`src/rtl/avalon_bus_arbiter_if.sv`:
```
`default_nettype none
// ============================================================================
//  Module  : avalon_bus_arbiter_if
//  Brief   : Bundle of the two master-side Avalon-MM ports (m0 ibus, m1 dbus)
//            and the shared slave-side memory port of the 2:1 arbiter.
//  Rev     : 1.0  initial release
// ============================================================================
interface avalon_bus_arbiter_if #(
    parameter int AW = 32,
    parameter int DW = 32
);
    logic            m0_read;
    logic            m0_write;
    logic [AW-1:0]   m0_address;
    logic [DW-1:0]   m0_writedata;
    logic [DW/8-1:0] m0_byteenable;
    logic            m0_waitrequest;
    logic [DW-1:0]   m0_readdata;
    logic            m0_readdatavalid;

    logic            m1_read;
    logic            m1_write;
    logic [AW-1:0]   m1_address;
    logic [DW-1:0]   m1_writedata;
    logic [DW/8-1:0] m1_byteenable;
    logic            m1_waitrequest;
    logic [DW-1:0]   m1_readdata;
    logic            m1_readdatavalid;

    logic            s_read;
    logic            s_write;
    logic [AW-1:0]   s_address;
    logic [DW-1:0]   s_writedata;
    logic [DW/8-1:0] s_byteenable;
    logic            s_waitrequest;
    logic [DW-1:0]   s_readdata;
    logic            s_readdatavalid;

    logic            err_unexp_rsp;

    // master: the arbiter's view (it masters the memory port)
    modport master (
        input  m0_read, m0_write, m0_address, m0_writedata, m0_byteenable,
        output m0_waitrequest, m0_readdata, m0_readdatavalid,
        input  m1_read, m1_write, m1_address, m1_writedata, m1_byteenable,
        output m1_waitrequest, m1_readdata, m1_readdatavalid,
        output s_read, s_write, s_address, s_writedata, s_byteenable,
        input  s_waitrequest, s_readdata, s_readdatavalid,
        output err_unexp_rsp
    );

    // slave: the surrounding system's view (core masters plus memory)
    modport slave (
        output m0_read, m0_write, m0_address, m0_writedata, m0_byteenable,
        input  m0_waitrequest, m0_readdata, m0_readdatavalid,
        output m1_read, m1_write, m1_address, m1_writedata, m1_byteenable,
        input  m1_waitrequest, m1_readdata, m1_readdatavalid,
        input  s_read, s_write, s_address, s_writedata, s_byteenable,
        output s_waitrequest, s_readdata, s_readdatavalid,
        input  err_unexp_rsp
    );
endinterface
`default_nettype wire

```
`src/rtl/avalon_bus_arbiter.sv`:
```
`default_nettype none
// ============================================================================
//  Module  : avalon_bus_arbiter
//  Brief   : 2:1 round-robin Avalon-MM pipelined arbiter with command lock and
//            in-order read-response routing through an ID FIFO.
//  Rev     : 1.0  initial release
// ============================================================================
module avalon_bus_arbiter #(
    parameter int AW              = 32,
    parameter int DW              = 32,
    parameter int MAX_OUTSTANDING = 4
) (
    input  logic                    clk,
    input  logic                    rst,
    avalon_bus_arbiter_if.master    bus
);
    localparam int PW = $clog2(MAX_OUTSTANDING);
    localparam int CW = PW + 1;
    localparam logic [CW-1:0] C_MAX = CW'(MAX_OUTSTANDING);

    typedef enum logic [0:0] {
        ST_IDLE = 1'b0,
        ST_LOCK = 1'b1
    } state_t;

    state_t          r_state, w_state_nxt;
    logic            r_locked_id, w_locked_id_nxt;
    logic            r_last_grant;
    logic            r_err;
    logic [PW-1:0]   r_wr_ptr, r_rd_ptr;
    logic [CW-1:0]   r_count;
    logic            r_ids [MAX_OUTSTANDING];

    logic            w_req0, w_req1;
    logic            w_gnt_vld, w_gnt;
    logic            w_g_read, w_g_write;
    logic            w_blocked, w_issue;
    logic            w_s_read, w_s_write, w_accept;
    logic            w_empty, w_pop, w_push, w_read_ok, w_head;
    logic [AW-1:0]   w_addr;
    logic [DW-1:0]   w_wdata;
    logic [DW/8-1:0] w_be;

    assign w_req0    = bus.m0_read | bus.m0_write;
    assign w_req1    = bus.m1_read | bus.m1_write;
    assign w_empty   = (r_count == '0);
    assign w_pop     = bus.s_readdatavalid & ~w_empty;
    assign w_read_ok = (r_count != C_MAX) | w_pop;
    assign w_head    = r_ids[r_rd_ptr];

    always_comb begin
        w_gnt_vld       = 1'b0;
        w_gnt           = 1'b0;
        w_state_nxt     = r_state;
        w_locked_id_nxt = r_locked_id;

        // A command stalled by the slave keeps the bus until it is accepted.
        if (r_state == ST_LOCK) begin
            w_gnt_vld = 1'b1;
            w_gnt     = r_locked_id;
        end else if (w_req0 && w_req1) begin
            w_gnt_vld = 1'b1;
            w_gnt     = ~r_last_grant;
        end else if (w_req0) begin
            w_gnt_vld = 1'b1;
            w_gnt     = 1'b0;
        end else if (w_req1) begin
            w_gnt_vld = 1'b1;
            w_gnt     = 1'b1;
        end

        w_g_read  = w_gnt ? bus.m1_read      : bus.m0_read;
        w_g_write = w_gnt ? bus.m1_write     : bus.m0_write;
        w_addr    = w_gnt ? bus.m1_address   : bus.m0_address;
        w_wdata   = w_gnt ? bus.m1_writedata : bus.m0_writedata;
        w_be      = w_gnt ? bus.m1_byteenable: bus.m0_byteenable;

        w_blocked = w_gnt_vld & w_g_read & ~w_read_ok;
        w_issue   = w_gnt_vld & ~w_blocked;
        w_s_read  = w_issue & w_g_read;
        w_s_write = w_issue & w_g_write;
        w_accept  = (w_s_read | w_s_write) & ~bus.s_waitrequest;

        if (w_accept) begin
            w_state_nxt = ST_IDLE;
        end else if (w_s_read || w_s_write) begin
            w_state_nxt     = ST_LOCK;
            w_locked_id_nxt = w_gnt;
        end
    end

    assign w_push = w_accept & w_s_read;

    assign bus.s_read       = w_s_read;
    assign bus.s_write      = w_s_write;
    assign bus.s_address    = w_addr;
    assign bus.s_writedata  = w_wdata;
    assign bus.s_byteenable = w_be;

    assign bus.m0_waitrequest   = (w_issue && !w_gnt) ? bus.s_waitrequest : 1'b1;
    assign bus.m1_waitrequest   = (w_issue &&  w_gnt) ? bus.s_waitrequest : 1'b1;
    assign bus.m0_readdata      = bus.s_readdata;
    assign bus.m1_readdata      = bus.s_readdata;
    assign bus.m0_readdatavalid = w_pop & ~w_head;
    assign bus.m1_readdatavalid = w_pop &  w_head;
    assign bus.err_unexp_rsp    = r_err;

    always_ff @(posedge clk) begin
        if (rst) begin
            r_state      <= ST_IDLE;
            r_locked_id  <= 1'b0;
            r_last_grant <= 1'b1;
            r_wr_ptr     <= '0;
            r_rd_ptr     <= '0;
            r_count      <= '0;
            r_err        <= 1'b0;
        end else begin
            r_state     <= w_state_nxt;
            r_locked_id <= w_locked_id_nxt;
            if (w_accept)
                r_last_grant <= w_gnt;
            if (w_push)
                r_wr_ptr <= r_wr_ptr + PW'(1);
            if (w_pop)
                r_rd_ptr <= r_rd_ptr + PW'(1);
            if (w_push && !w_pop)
                r_count <= r_count + CW'(1);
            else if (!w_push && w_pop)
                r_count <= r_count - CW'(1);
            if (bus.s_readdatavalid && w_empty)
                r_err <= 1'b1;
        end
    end

    // ID storage needs no reset: entries are only read behind a valid count.
    always_ff @(posedge clk) begin
        if (w_push)
            r_ids[r_wr_ptr] <= w_gnt;
    end
endmodule
`default_nettype wire

```
`src/flat_wrapper.sv`:
```
// flat-port wrapper written by rule: the top's interface ports become plain ports
module avalon_bus_arbiter_flat 
#(
    parameter int AW              = 32,
    parameter int DW              = 32,
    parameter int MAX_OUTSTANDING = 4
)
  (clk, rst, bus_m0_read, bus_m0_write, bus_m0_address, bus_m0_writedata, bus_m0_byteenable, bus_m0_waitrequest, bus_m0_readdata, bus_m0_readdatavalid, bus_m1_read, bus_m1_write, bus_m1_address, bus_m1_writedata, bus_m1_byteenable, bus_m1_waitrequest, bus_m1_readdata, bus_m1_readdatavalid, bus_s_read, bus_s_write, bus_s_address, bus_s_writedata, bus_s_byteenable, bus_s_waitrequest, bus_s_readdata, bus_s_readdatavalid, bus_err_unexp_rsp);
  avalon_bus_arbiter_if #(.AW(AW), .DW(DW)) bus_i ();
  input  logic clk;
  input  logic rst;
  input wire logic [$bits(bus_i.m0_read)-1:0] bus_m0_read;
  input wire logic [$bits(bus_i.m0_write)-1:0] bus_m0_write;
  input wire logic [$bits(bus_i.m0_address)-1:0] bus_m0_address;
  input wire logic [$bits(bus_i.m0_writedata)-1:0] bus_m0_writedata;
  input wire logic [$bits(bus_i.m0_byteenable)-1:0] bus_m0_byteenable;
  output wire logic [$bits(bus_i.m0_waitrequest)-1:0] bus_m0_waitrequest;
  output wire logic [$bits(bus_i.m0_readdata)-1:0] bus_m0_readdata;
  output wire logic [$bits(bus_i.m0_readdatavalid)-1:0] bus_m0_readdatavalid;
  input wire logic [$bits(bus_i.m1_read)-1:0] bus_m1_read;
  input wire logic [$bits(bus_i.m1_write)-1:0] bus_m1_write;
  input wire logic [$bits(bus_i.m1_address)-1:0] bus_m1_address;
  input wire logic [$bits(bus_i.m1_writedata)-1:0] bus_m1_writedata;
  input wire logic [$bits(bus_i.m1_byteenable)-1:0] bus_m1_byteenable;
  output wire logic [$bits(bus_i.m1_waitrequest)-1:0] bus_m1_waitrequest;
  output wire logic [$bits(bus_i.m1_readdata)-1:0] bus_m1_readdata;
  output wire logic [$bits(bus_i.m1_readdatavalid)-1:0] bus_m1_readdatavalid;
  output wire logic [$bits(bus_i.s_read)-1:0] bus_s_read;
  output wire logic [$bits(bus_i.s_write)-1:0] bus_s_write;
  output wire logic [$bits(bus_i.s_address)-1:0] bus_s_address;
  output wire logic [$bits(bus_i.s_writedata)-1:0] bus_s_writedata;
  output wire logic [$bits(bus_i.s_byteenable)-1:0] bus_s_byteenable;
  input wire logic [$bits(bus_i.s_waitrequest)-1:0] bus_s_waitrequest;
  input wire logic [$bits(bus_i.s_readdata)-1:0] bus_s_readdata;
  input wire logic [$bits(bus_i.s_readdatavalid)-1:0] bus_s_readdatavalid;
  output wire logic [$bits(bus_i.err_unexp_rsp)-1:0] bus_err_unexp_rsp;
  assign bus_i.m0_read = bus_m0_read;
  assign bus_i.m0_write = bus_m0_write;
  assign bus_i.m0_address = bus_m0_address;
  assign bus_i.m0_writedata = bus_m0_writedata;
  assign bus_i.m0_byteenable = bus_m0_byteenable;
  assign bus_m0_waitrequest = bus_i.m0_waitrequest;
  assign bus_m0_readdata = bus_i.m0_readdata;
  assign bus_m0_readdatavalid = bus_i.m0_readdatavalid;
  assign bus_i.m1_read = bus_m1_read;
  assign bus_i.m1_write = bus_m1_write;
  assign bus_i.m1_address = bus_m1_address;
  assign bus_i.m1_writedata = bus_m1_writedata;
  assign bus_i.m1_byteenable = bus_m1_byteenable;
  assign bus_m1_waitrequest = bus_i.m1_waitrequest;
  assign bus_m1_readdata = bus_i.m1_readdata;
  assign bus_m1_readdatavalid = bus_i.m1_readdatavalid;
  assign bus_s_read = bus_i.s_read;
  assign bus_s_write = bus_i.s_write;
  assign bus_s_address = bus_i.s_address;
  assign bus_s_writedata = bus_i.s_writedata;
  assign bus_s_byteenable = bus_i.s_byteenable;
  assign bus_i.s_waitrequest = bus_s_waitrequest;
  assign bus_i.s_readdata = bus_s_readdata;
  assign bus_i.s_readdatavalid = bus_s_readdatavalid;
  assign bus_err_unexp_rsp = bus_i.err_unexp_rsp;
  avalon_bus_arbiter #(.AW(AW), .DW(DW), .MAX_OUTSTANDING(MAX_OUTSTANDING)) u_core (.clk(clk), .rst(rst), .bus(bus_i));
endmodule
```
`config.mk`:
```
export PLATFORM = sky130hd
export DESIGN_NAME = avalon_bus_arbiter_flat
export DESIGN_NICKNAME = d
export VERILOG_FILES = /design/src/rtl/avalon_bus_arbiter_if.sv /design/src/rtl/avalon_bus_arbiter.sv /design/src/flat_wrapper.sv
export SDC_FILE = /design/constraint.sdc
export NUM_CORES = 1
export LEC_CHECK = 0
export BUFFER_PORTS_ARGS = -buffer_cell sky130_fd_sc_hd__buf_4
export CAP_MARGIN = 0
export CELL_PAD_IN_SITES_DETAIL_PLACEMENT = 0
export CELL_PAD_IN_SITES_GLOBAL_PLACEMENT = 1
export CORE_AREA = 2 2 123 125
export DETAILED_ROUTE_END_ITERATION = 6
export DIE_AREA = 0 0 125 127
export HOLD_SLACK_MARGIN = 0.06
export PLACE_DENSITY = 0.7
export SETUP_SLACK_MARGIN = 0.3
export SLEW_MARGIN = 0
export SYNTH_ARGS = -nofsm -noshare
export SYNTH_HDL_FRONTEND = slang
export SYNTH_SLANG_ARGS = --single-unit
```
`constraint.sdc`:
```
create_clock -name clk -period 5.62 [get_ports clk]
set_clock_uncertainty 0.1 [all_clocks]
set_input_delay 1.405 -clock clk [delete_from_list [all_inputs] [get_ports clk]]
set_output_delay 1.405 -clock clk [all_outputs]
set_load 0.05 [all_outputs]
```
==> impl_metrics.env, run 1 <==
export IMPL_status="complete, no violations"
export IMPL_num_antenna_cells=0
export IMPL_synth_area_top_cells="mux2_2, buf_4, dfxtp_1"
export IMPL_hold_viol=0
export IMPL_ys_types=38
export IMPL_antenna_found_initial=0
export IMPL_ctsResizeCount=0
export IMPL_nFillCells=1562
export IMPL_crit_path_cell_trace="buf_4, o21ai_1, a22o_4, mux2_2, buf_4"
export IMPL_numCtsBuffers=3
export IMPL_worst_slew_pin_slew_ns=0.920
export IMPL_synth_top_area_share=0.341
export IMPL_htreeDepth=1
export IMPL_powerDensity_mw_per_mm2=289
export IMPL_layout_common_cells="buf_4, mux2_2, nor2_1, dfxtp_1"
export IMPL_dp_slack_ns=0.745
export IMPL_ys_seq_area_frac=0.169
export IMPL_clock_fmax_mhz=207
export IMPL_fin_ws_ns=0.778
export IMPL_setup_worst_path_start_class="input pin"
export IMPL_seq_area_um2=380
export IMPL_clock_sinks=17
export IMPL_vias=2194
export IMPL_place_congestion=0.814
export IMPL_cts_setup_buffers=0
export IMPL_drc=0
export IMPL_max_stage_delay_ns=0.78
export IMPL_dp_hpwl_mm=9.24
export IMPL_period_needed_ns=4.84
export IMPL_grt_max_degree=77
export IMPL_dr_pass1_iters=4
export IMPL_cp_data_arrival_time_ns=3.34
export IMPL_via_per_inst=3.88
export IMPL_start_util=0.156
export IMPL_cts_root_buf="clkbuf_16"
export IMPL_synthCells=233
export IMPL_ios=315
export IMPL_drtIter0Drc=38
export IMPL_ys_ff_latch=17
export IMPL_crit_fanout=76
export IMPL_die_area_mm2=0.0159
export IMPL_fp_dieW_um=125
export IMPL_synth_top_area_cell="mux2_2"
export IMPL_maxSlewHeadroom=0.387
export IMPL_syn_num_nets=415
export IMPL_clkTransAtPathRegs_ns=0.05
export IMPL_critPathCaptureType="primary output"
export IMPL_critPathSlowestCell="a22o_4"
export IMPL_wl_mm=10.4
export IMPL_grt_pass1_vias=2403
export IMPL_fp_dieH_um=127
export IMPL_grtUsageTotal=0.122
export IMPL_final_antenna_net_count=0
export IMPL_core_mm2=0.0144
export IMPL_yosysWarnings=0
export IMPL_routedWlPerCell_um=18.5
export IMPL_setup_viol=0
export IMPL_grt_pass1_wl_mm=14.6
export IMPL_fin_setup_tns_ns=0
export IMPL_cts_max_path_buffers=2
export IMPL_vdd_drop_max_mv=0.135
export IMPL_syn_avg_cell_area_um2=9.65
export IMPL_min_period_over_period=0.861
export IMPL_path_common_cell="buf_4"
export IMPL_hold_class="reg2reg"
export IMPL_timing_critical_path_buf_inv=2
export IMPL_final_common_cell="buf_4"
export IMPL_crit_family="compound AO/OA/AOI/OAI gates"
export IMPL_port_buffers=218
export IMPL_cts_hold_buffers=0
export IMPL_clock_latency_ns=0.24
export IMPL_multi_input_area_mm2=0.00132
export IMPL_leakagePower_nw=1.70
export IMPL_worstSetupPathType="in2out"
export IMPL_drive_gt1_frac=0.780
export IMPL_rsz0062_at_grt="false"
export IMPL_placementRows=44
export IMPL_cts_tree="built"
export IMPL_finalMaxSlewViolations=0
export IMPL_syn2layout_area_growth_pct=62.8
export IMPL_nets=564
export IMPL_overflow=0
export IMPL_critPathRequiredTime_ns=4.12
export IMPL_synthesis_area_mm2=0.00225
export IMPL_cap_violations=0
area by class of cell:
class / count / area share
timing repair buffer: 218 / 0.447
clock buffer: 4 / 0.0215
tap: 184 / 0.0629
sequential: 17 / 0.104
multi-input combinational: 137 / 0.360
inverter: 5 / 0.00513
logic make-up (layout without fill, tap and decap cells):
group | after synthesis | in the layout | share of synthesized area
simple gates | 33 | 33 | 0.0801
compound gates | 21 | 21 | 0.0812
mux | 72 | 72 | 0.364
flops | 17 | 17 | 0.169
xor+xnor | 5 | 5 | 0.0195
buf+inv | 79 | 227 | 0.249
fa+ha+maj | 6 | 6 | 0.0367
metal layers:
layer	track usage	wire [µm]
met5	0	0
met4	0.0275	82
met2	0.247	6060
met3	0.0364	835
met1	0.122	3460
path summary, 6_finish.rpt:
path,from,end,slack (ns),cells after the start
hold reg to reg,u_core.bus.err_unexp_rsp,u_core.bus.err_unexp_rsp,0.40,2
hold / removal,u_core.bus.err_unexp_rsp,u_core.bus.err_unexp_rsp,0.40,2
setup / recovery,bus_m0_read,bus_s_address[21],0.78,5
setup reg to reg,u_core.r_state,u_core.r_count[2],2.87,9
cells in the mapped netlist (all sizes together):
master,count
mux2i,3
nand2,3
or3,4
edfxtp,4
nor4b,1
o211a,1
ha,5
o21ai,4
mux4,1
fa,1
o211ai,3
a211oi,2
a22o,1
o21bai,1
xor2,3
nor2,14
a21oi,5
xnor2,2
dfxtp,13
and2,4
mux2,68
inv,5
nand3b,1
nand2b,4
nor3,1
o311ai,2
o32a,1
buf,74
a21boi,1
nor2b,1
through the flow:
step / utilization / cell area, µm² / std cells / hold WS (ns) / total power, W
2_1_floorplan: - / 2250 / 233 / 0.366 / 0.000802
3_3_place_gp: 0.248 / 3580 / 561 / 0.355 / 0.000919
3_5_place_dp: 0.248 / 3580 / 561 / 0.407 / 0.000929
4_1_cts: 0.254 / 3660 / 565 / 0.414 / 0.00107
5_1_grt: 0.254 / 3660 / 565 / 0.449 / 0.00111
6_report: 0.254 / 3660 / 565 / 0.405 / 0.00106
worst register-to-register path, stage by stage, from the launching register on:
cell      delay (ns)
dfxtp_1         0.43
nand2b_1        0.20
o211ai_2        0.17
a211oi_4        0.46
ha_1            0.26
inv_1           0.06
fa_1            0.38
xor2_1          0.18
or3_1           0.31
a21oi_1         0.14
where the power goes:
part / leakage, nW / switching [W] / internal, W
clock network: 0.0382 / 0.0000436 / 0.0000962
logic: 1.52 / 0.000449 / 0.000290
registers: 0.144 / 0.0000267 / 0.000153
(Power assumes the default switching activity.)
==> run 2: changes to the inputs <==
--- a/config.mk
+++ b/config.mk
@@ -5,6 +5,7 @@
 export SDC_FILE = /design/constraint.sdc
 export NUM_CORES = 1
 export LEC_CHECK = 0
+export ABC_CLOCK_PERIOD_IN_PS = 5620
 export BUFFER_PORTS_ARGS = -buffer_cell sky130_fd_sc_hd__buf_4
 export CAP_MARGIN = 0
 export CELL_PAD_IN_SITES_DETAIL_PLACEMENT = 0
@@ -14,6 +15,7 @@
 export DIE_AREA = 0 0 125 127
 export HOLD_SLACK_MARGIN = 0.06
 export PLACE_DENSITY = 0.7
+export RECOVER_POWER = 100
 export SETUP_SLACK_MARGIN = 0.3
 export SLEW_MARGIN = 0
 export SYNTH_ARGS = -nofsm -noshare
==> run 2 against run 1 <==
Core utilization decreased by 1.7 points; die area unchanged; worst hold slack got worse by 0.0012 ns; sequential power about the same; routed wire length increased by 0.67%; non-clock buffer count unchanged; global-route usage unchanged; critical endpoint is now bus_s_writedata[3]; largest power group unchanged; highest routed layer unchanged.
==> impl_metrics.env, run 2 (synthesis gave the netlist of run 1 again) <==
export IMPL_status="complete, no violations"
export IMPL_maxSlewHeadroom=0.330
export IMPL_powerDensity_mw_per_mm2=293
export IMPL_clock_sinks=17
export IMPL_utilization=0.236
export IMPL_hold_viol=0
export IMPL_grt_max_degree=77
export IMPL_layout_common_cells="buf_4, clkbuf_1, mux2_2"
export IMPL_cts_setup_buffers=0
export IMPL_clock_latency_ns=0.24
export IMPL_cts_max_path_buffers=2
export IMPL_dr_pass1_iters=4
export IMPL_setup_viol=0
export IMPL_min_period_over_period=0.916
export IMPL_cap_violations=0
export IMPL_core_mm2=0.0144
export IMPL_fin_ws_ns=0.470
export IMPL_wl_mm=10.5
export IMPL_worst_slew_pin_slew_ns=0.998
export IMPL_final_antenna_net_count=0
export IMPL_final_common_cell="buf_4"
export IMPL_fp_dieH_um=127
export IMPL_cts_root_buf="clkbuf_16"
export IMPL_setup_worst_path_start_class="input pin"
export IMPL_rsz0062_at_grt="false"
export IMPL_ctsResizeCount=0
export IMPL_overflow=0
export IMPL_grt_pass1_wl_mm=14.6
export IMPL_die_area_mm2=0.0159
export IMPL_placementRows=44
export IMPL_via_per_inst=3.90
export IMPL_antenna_found_initial=0
export IMPL_fp_dieW_um=125
export IMPL_grt_pass1_vias=2403
export IMPL_htreeDepth=1
export IMPL_grtUsageTotal=0.122
export IMPL_critPathCaptureType="primary output"
export IMPL_drc=0
export IMPL_finalMaxSlewViolations=0
export IMPL_cts_hold_buffers=0
export IMPL_dp_slack_ns=0.745
export IMPL_cts_tree="built"
export IMPL_critPathRequiredTime_ns=4.12
export IMPL_hold_class="reg2reg"
export IMPL_worstSetupPathType="in2out"
export IMPL_period_needed_ns=5.15
export IMPL_crit_fanout=76
export IMPL_drive_gt1_frac=0.583
export IMPL_clkTransAtPathRegs_ns=0.05
export IMPL_start_util=0.156
export IMPL_drtIter0Drc=41
export IMPL_vias=2205
export IMPL_routedWlPerCell_um=18.6
export IMPL_fin_setup_tns_ns=0
export IMPL_dp_hpwl_mm=9.24
export IMPL_port_buffers=218
export IMPL_leakagePower_nw=1.47
export IMPL_vdd_drop_max_mv=0.117
export IMPL_ios=315
export IMPL_place_congestion=0.814
export IMPL_numCtsBuffers=3
export IMPL_nFillCells=1627
export IMPL_num_antenna_cells=0
export IMPL_nets=564
export IMPL_clock_fmax_mhz=194
export IMPL_syn2layout_area_growth_pct=51.7
export IMPL_p_total_w=0.000998
export IMPL_cp_data_arrival_time_ns=3.64
[run 2: final timing paths]
path,from,to,slack (ns),cells past startpoint
setup / recovery,bus_m0_read,bus_s_writedata[3],0.47,5
hold / removal,u_core.bus.err_unexp_rsp,u_core.bus.err_unexp_rsp,0.40,2
setup reg to reg,u_core.r_state,u_core.r_count[2],2.41,8
hold reg to reg,u_core.bus.err_unexp_rsp,u_core.bus.err_unexp_rsp,0.40,2
[run 2: cell type report]
class	instances	area (µm²)	share of cell area
timing repair buffer	218	1410	0.413
multi-input combinational	137	1290	0.380
sequential	17	380	0.112
tap	184	230	0.0675
clock buffer	4	78.8	0.0231
inverter	5	18.8	0.00550
[run 2: stage by stage]
step,cells,hold WS (ns),cell area [µm²]
final,565,0.403,3410
after global routing,565,0.444,3410
after CTS,565,0.414,3660
after detailed placement,561,0.407,3580
after global placement,561,0.355,3580
after floorplan,233,0.366,2250
[run 2: where the power goes]
| group | total, W | switching [W] | internal, W | leakage, nW |
|---|---|---|---|---|
| Combinational | 0.000678 | 0.000447 | 0.000231 | 1.29 |
| Clock | 0.000140 | 0.0000436 | 0.0000962 | 0.0382 |
| Sequential | 0.000180 | 0.0000269 | 0.000153 | 0.144 |
[run 2: worst max-delay path, cell delays in order]
cell      delay, ns
clkbuf_1       0.12
o21ai_0        0.43
a22o_4         0.80
mux2_2         0.29
clkbuf_1       0.54
[run 2: per-layer routing]
metal  part of all wire  routed length (µm)  track usage
met1               0.34                3530        0.122
met2               0.58                6050        0.247
met3              0.080                 845       0.0364
met4             0.0078                  82       0.0275
met5                  0                   0            0
==> run 3: changes to the inputs <==
--- a/config.mk
+++ b/config.mk
@@ -5,6 +5,7 @@
 export SDC_FILE = /design/constraint.sdc
 export NUM_CORES = 1
 export LEC_CHECK = 0
+export ABC_AREA = 1
 export ABC_CLOCK_PERIOD_IN_PS = 5620
 export BUFFER_PORTS_ARGS = -buffer_cell sky130_fd_sc_hd__buf_4
 export CAP_MARGIN = 0
@@ -14,7 +15,7 @@
 export DETAILED_ROUTE_END_ITERATION = 6
 export DIE_AREA = 0 0 125 127
 export HOLD_SLACK_MARGIN = 0.06
-export PLACE_DENSITY = 0.7
+export PLACE_DENSITY = 0.77
 export RECOVER_POWER = 100
 export SETUP_SLACK_MARGIN = 0.3
 export SLEW_MARGIN = 0
==> run 3 against run 2 <==
Global-route usage fell by 1.8 points; sequential power barely moved; worst hold slack got worse by 0.045 ns; core utilization rose by 0.20 points; sequential cell count did not move; register-to-register slack improved by 0.24 ns; first-iteration DRC count rose by 100%; critical path depth rose by 5; synthesized cell count rose by 75%; combinational power rose by 96%; critical path type unchanged; critical endpoint is now bus_s_address[6]; largest cell class unchanged.
==> impl_metrics.env, run 3 <==
export IMPL_final_antenna_net_count=0
export IMPL_timing_critical_path_buf_inv=5
export IMPL_numCtsBuffers=3
export IMPL_rr_worst_depth=15
export IMPL_synthMuxAreaShare=0
export IMPL_switching_share=0.669
export IMPL_cp_data_arrival_time_ns=3.30
export IMPL_setup_viol=0
export IMPL_min_period_over_period=0.855
export IMPL_synthTopCellsByCount="nand2_1, buf_4, inv_1"
export IMPL_ys_types=28
export IMPL_nets=736
export IMPL_worst_slew_pin_slew_ns=0.725
export IMPL_p_total_w=0.00165
export IMPL_drc=0
export IMPL_crit_path_cell_trace="clkbuf_1, inv_1, nand2_1, nand2_1, nand3_1, clkinv_1, clkbuf_2, nand2_1, nand2_1, clkbuf_1"
export IMPL_grtUsageTotal=0.104
export IMPL_leakagePower_nw=1.91
export IMPL_core_mm2=0.0144
export IMPL_grt_pass1_wl_mm=13.6
export IMPL_start_util=0.159
export IMPL_grt_pass1_vias=2734
export IMPL_layout_common_cells="nand2_1, buf_4, clkbuf_1"
export IMPL_synthCells=408
export IMPL_worstSetupPathType="in2out"
export IMPL_seq_area_um2=380
export IMPL_dp_hpwl_mm=7.36
export IMPL_overflow=0
export IMPL_multi_input_area_mm2=0.00121
export IMPL_via_per_inst=3.75
export IMPL_ctsResizeCount=0
export IMPL_synthesis_area_mm2=0.00229
export IMPL_synthAdderAreaFrac=0.0361
export IMPL_num_antenna_cells=0
export IMPL_synth_top_family_by_area="simple AND/OR/NAND/NOR gates"
export IMPL_ys_seq_area_frac=0.166
export IMPL_crit_end="bus_s_address[6]"
export IMPL_grt_max_degree=74
export IMPL_vdd_drop_max_mv=0.250
export IMPL_critPathCaptureType="primary output"
export IMPL_period_needed_ns=4.81
export IMPL_max_stage_delay_ns=0.57
export IMPL_fin_setup_tns_ns=0
export IMPL_yosysWarnings=0
export IMPL_cts_hold_buffers=0
export IMPL_reg2reg_from="u_core.r_state"
export IMPL_hold_viol=0
export IMPL_crit_cells=10
export IMPL_power_internal_w=0.000547
export IMPL_clock_fmax_mhz=208
export IMPL_holdWs_ns=0.359
export IMPL_power_frac_clock=0.087
export IMPL_dr_pass1_iters=4
export IMPL_power_switching_w=0.00111
export IMPL_hold_class="reg2reg"
export IMPL_fin_cells=737
export IMPL_ys_ff_latch=17
export IMPL_status="complete, no violations"
export IMPL_place_congestion=0.738
export IMPL_synth_top_area_cell="nand2_1"
export IMPL_setup_worst_path_start_class="input pin"
export IMPL_fp_dieH_um=127
export IMPL_path_common_cell="nand2_1"
export IMPL_synth_edf_count=4
export IMPL_cts_root_buf="clkbuf_16"
export IMPL_port_buffers=218
export IMPL_cap_violations=0
export IMPL_vias=2761
export IMPL_ys_flop_type="dfxtp_1"
export IMPL_synth_top_area_share=0.358
export IMPL_crit_family="buffers and inverters"
export IMPL_antenna_found_initial=0
export IMPL_cts_setup_buffers=0
export IMPL_rsz0062_at_grt="false"
export IMPL_syn_num_nets=590
export IMPL_nFillCells=1742
export IMPL_synthSimpleGateAreaFrac=0.459
export IMPL_r2r_end="u_core.r_count[2]"
export IMPL_pwr_share_seq=0.109
export IMPL_cts_tree="built"
export IMPL_p_comb_frac=0.804
export IMPL_htreeDepth=1
export IMPL_critPathLaunch="bus_m0_read"
export IMPL_drtIter0Drc=83
export IMPL_wl_mm=8.92
export IMPL_reg2reg_slack_ns=2.65
export IMPL_synth_area_top_cells="nand2_1, buf_4, dfxtp_1"
export IMPL_critPathRequiredTime_ns=4.12
export IMPL_syn2layout_area_growth_pct=50.3
export IMPL_ios=315
export IMPL_fin_ws_ns=0.812
export IMPL_routedWlPerCell_um=12.1
export IMPL_clock_latency_ns=0.25
export IMPL_critPathSlowestCell="clkbuf_2"
export IMPL_crit_fanout=35
export IMPL_cts_max_path_buffers=2
export IMPL_syn_avg_cell_area_um2=5.61
export IMPL_dp_slack_ns=1.35
export IMPL_powerDensity_mw_per_mm2=481
export IMPL_final_common_cell="nand2_1"
export IMPL_synth_compound_area_frac=0.0443
export IMPL_synth_most_common_cell="nand2_1"
export IMPL_die_area_mm2=0.0159
export IMPL_placementRows=44
export IMPL_clock_sinks=17
export IMPL_dp_cells=733
export IMPL_drive_gt1_frac=0.306
export IMPL_clkTransAtPathRegs_ns=0.05
export IMPL_synthXorXnorAreaFrac=0
export IMPL_fp_dieW_um=125
export IMPL_maxSlewHeadroom=0.517
export IMPL_finalMaxSlewViolations=0
export IMPL_ys_async_sr_fraction=0
==> run 3: changes by cell type in the layout (fill, tap and decap cells not counted), sizes merged, moves of 5 or more <==
cell,change
clkbuf,+5
inv,+23
mux2,-68
nand2,+219
nand3,+8
nand4,+5
==> run 3: cells by family (layout without fill, tap and decap cells) <==
family,Yosys count,in the layout
DFF,17,17
buffers and inverters,110,255
adders and majority gates,6,6
and+or+nand+nor,256,256
AOI/OAI and AO/OA,19,19
==> run 3: area by class of cell <==
class | instances | area share
Timing Repair Buffer | 221 | 0.415
Multi-Input combinational cell | 281 | 0.351
Tap cell | 184 | 0.0669
Clock buffer | 4 | 0.0229
Sequential cell | 17 | 0.111
Inverter | 30 | 0.0331
==> run 3: how the worst min path moves through the flow <==
stage	slack, ns	depth (start not counted)	end	from
detailed placement	0.35	1	u_core.bus.err_unexp_rsp	u_core.bus.err_unexp_rsp
finish	0.36	1	u_core.bus.err_unexp_rsp	u_core.bus.err_unexp_rsp
global route	0.39	2	flop	u_core.r_rd_ptr[1]
global placement	0.35	2	flop	u_core.r_rd_ptr[1]
CTS	0.36	2	flop	u_core.r_rd_ptr[1]
floorplan	0.33	2	u_core.r_last_grant	u_core.r_last_grant
==> run 3: power groups by stage <==
stage / clock network (W) / logic [W] / registers (W)
after floorplan: 0 / 0.00112 / 0.000185
after global placement: 0 / 0.00149 / 0.000182
after detailed placement: 0 / 0.00149 / 0.000182
after CTS: 0.000149 / 0.00149 / 0.000180
after global routing: 0.000152 / 0.00143 / 0.000184
final: 0.000144 / 0.00133 / 0.000180
==> run 3: metal layers <==
layer	share of wire	GRT usage	vias to the layer above
met4	0.022	0.0346	0
li1	-	-	1453
met2	0.48	0.183	131
met1	0.41	0.123	1159
met3	0.084	0.0289	18
met5	0	0	-
==> run 3: metrics by stage <==
step / cell area (µm²) / utilization
global placement: 3630 / 0.252
CTS: 3710 / 0.257
detailed placement: 3630 / 0.252
finish: 3440 / 0.238
floorplan: 2290 / -
global route: 3440 / 0.238
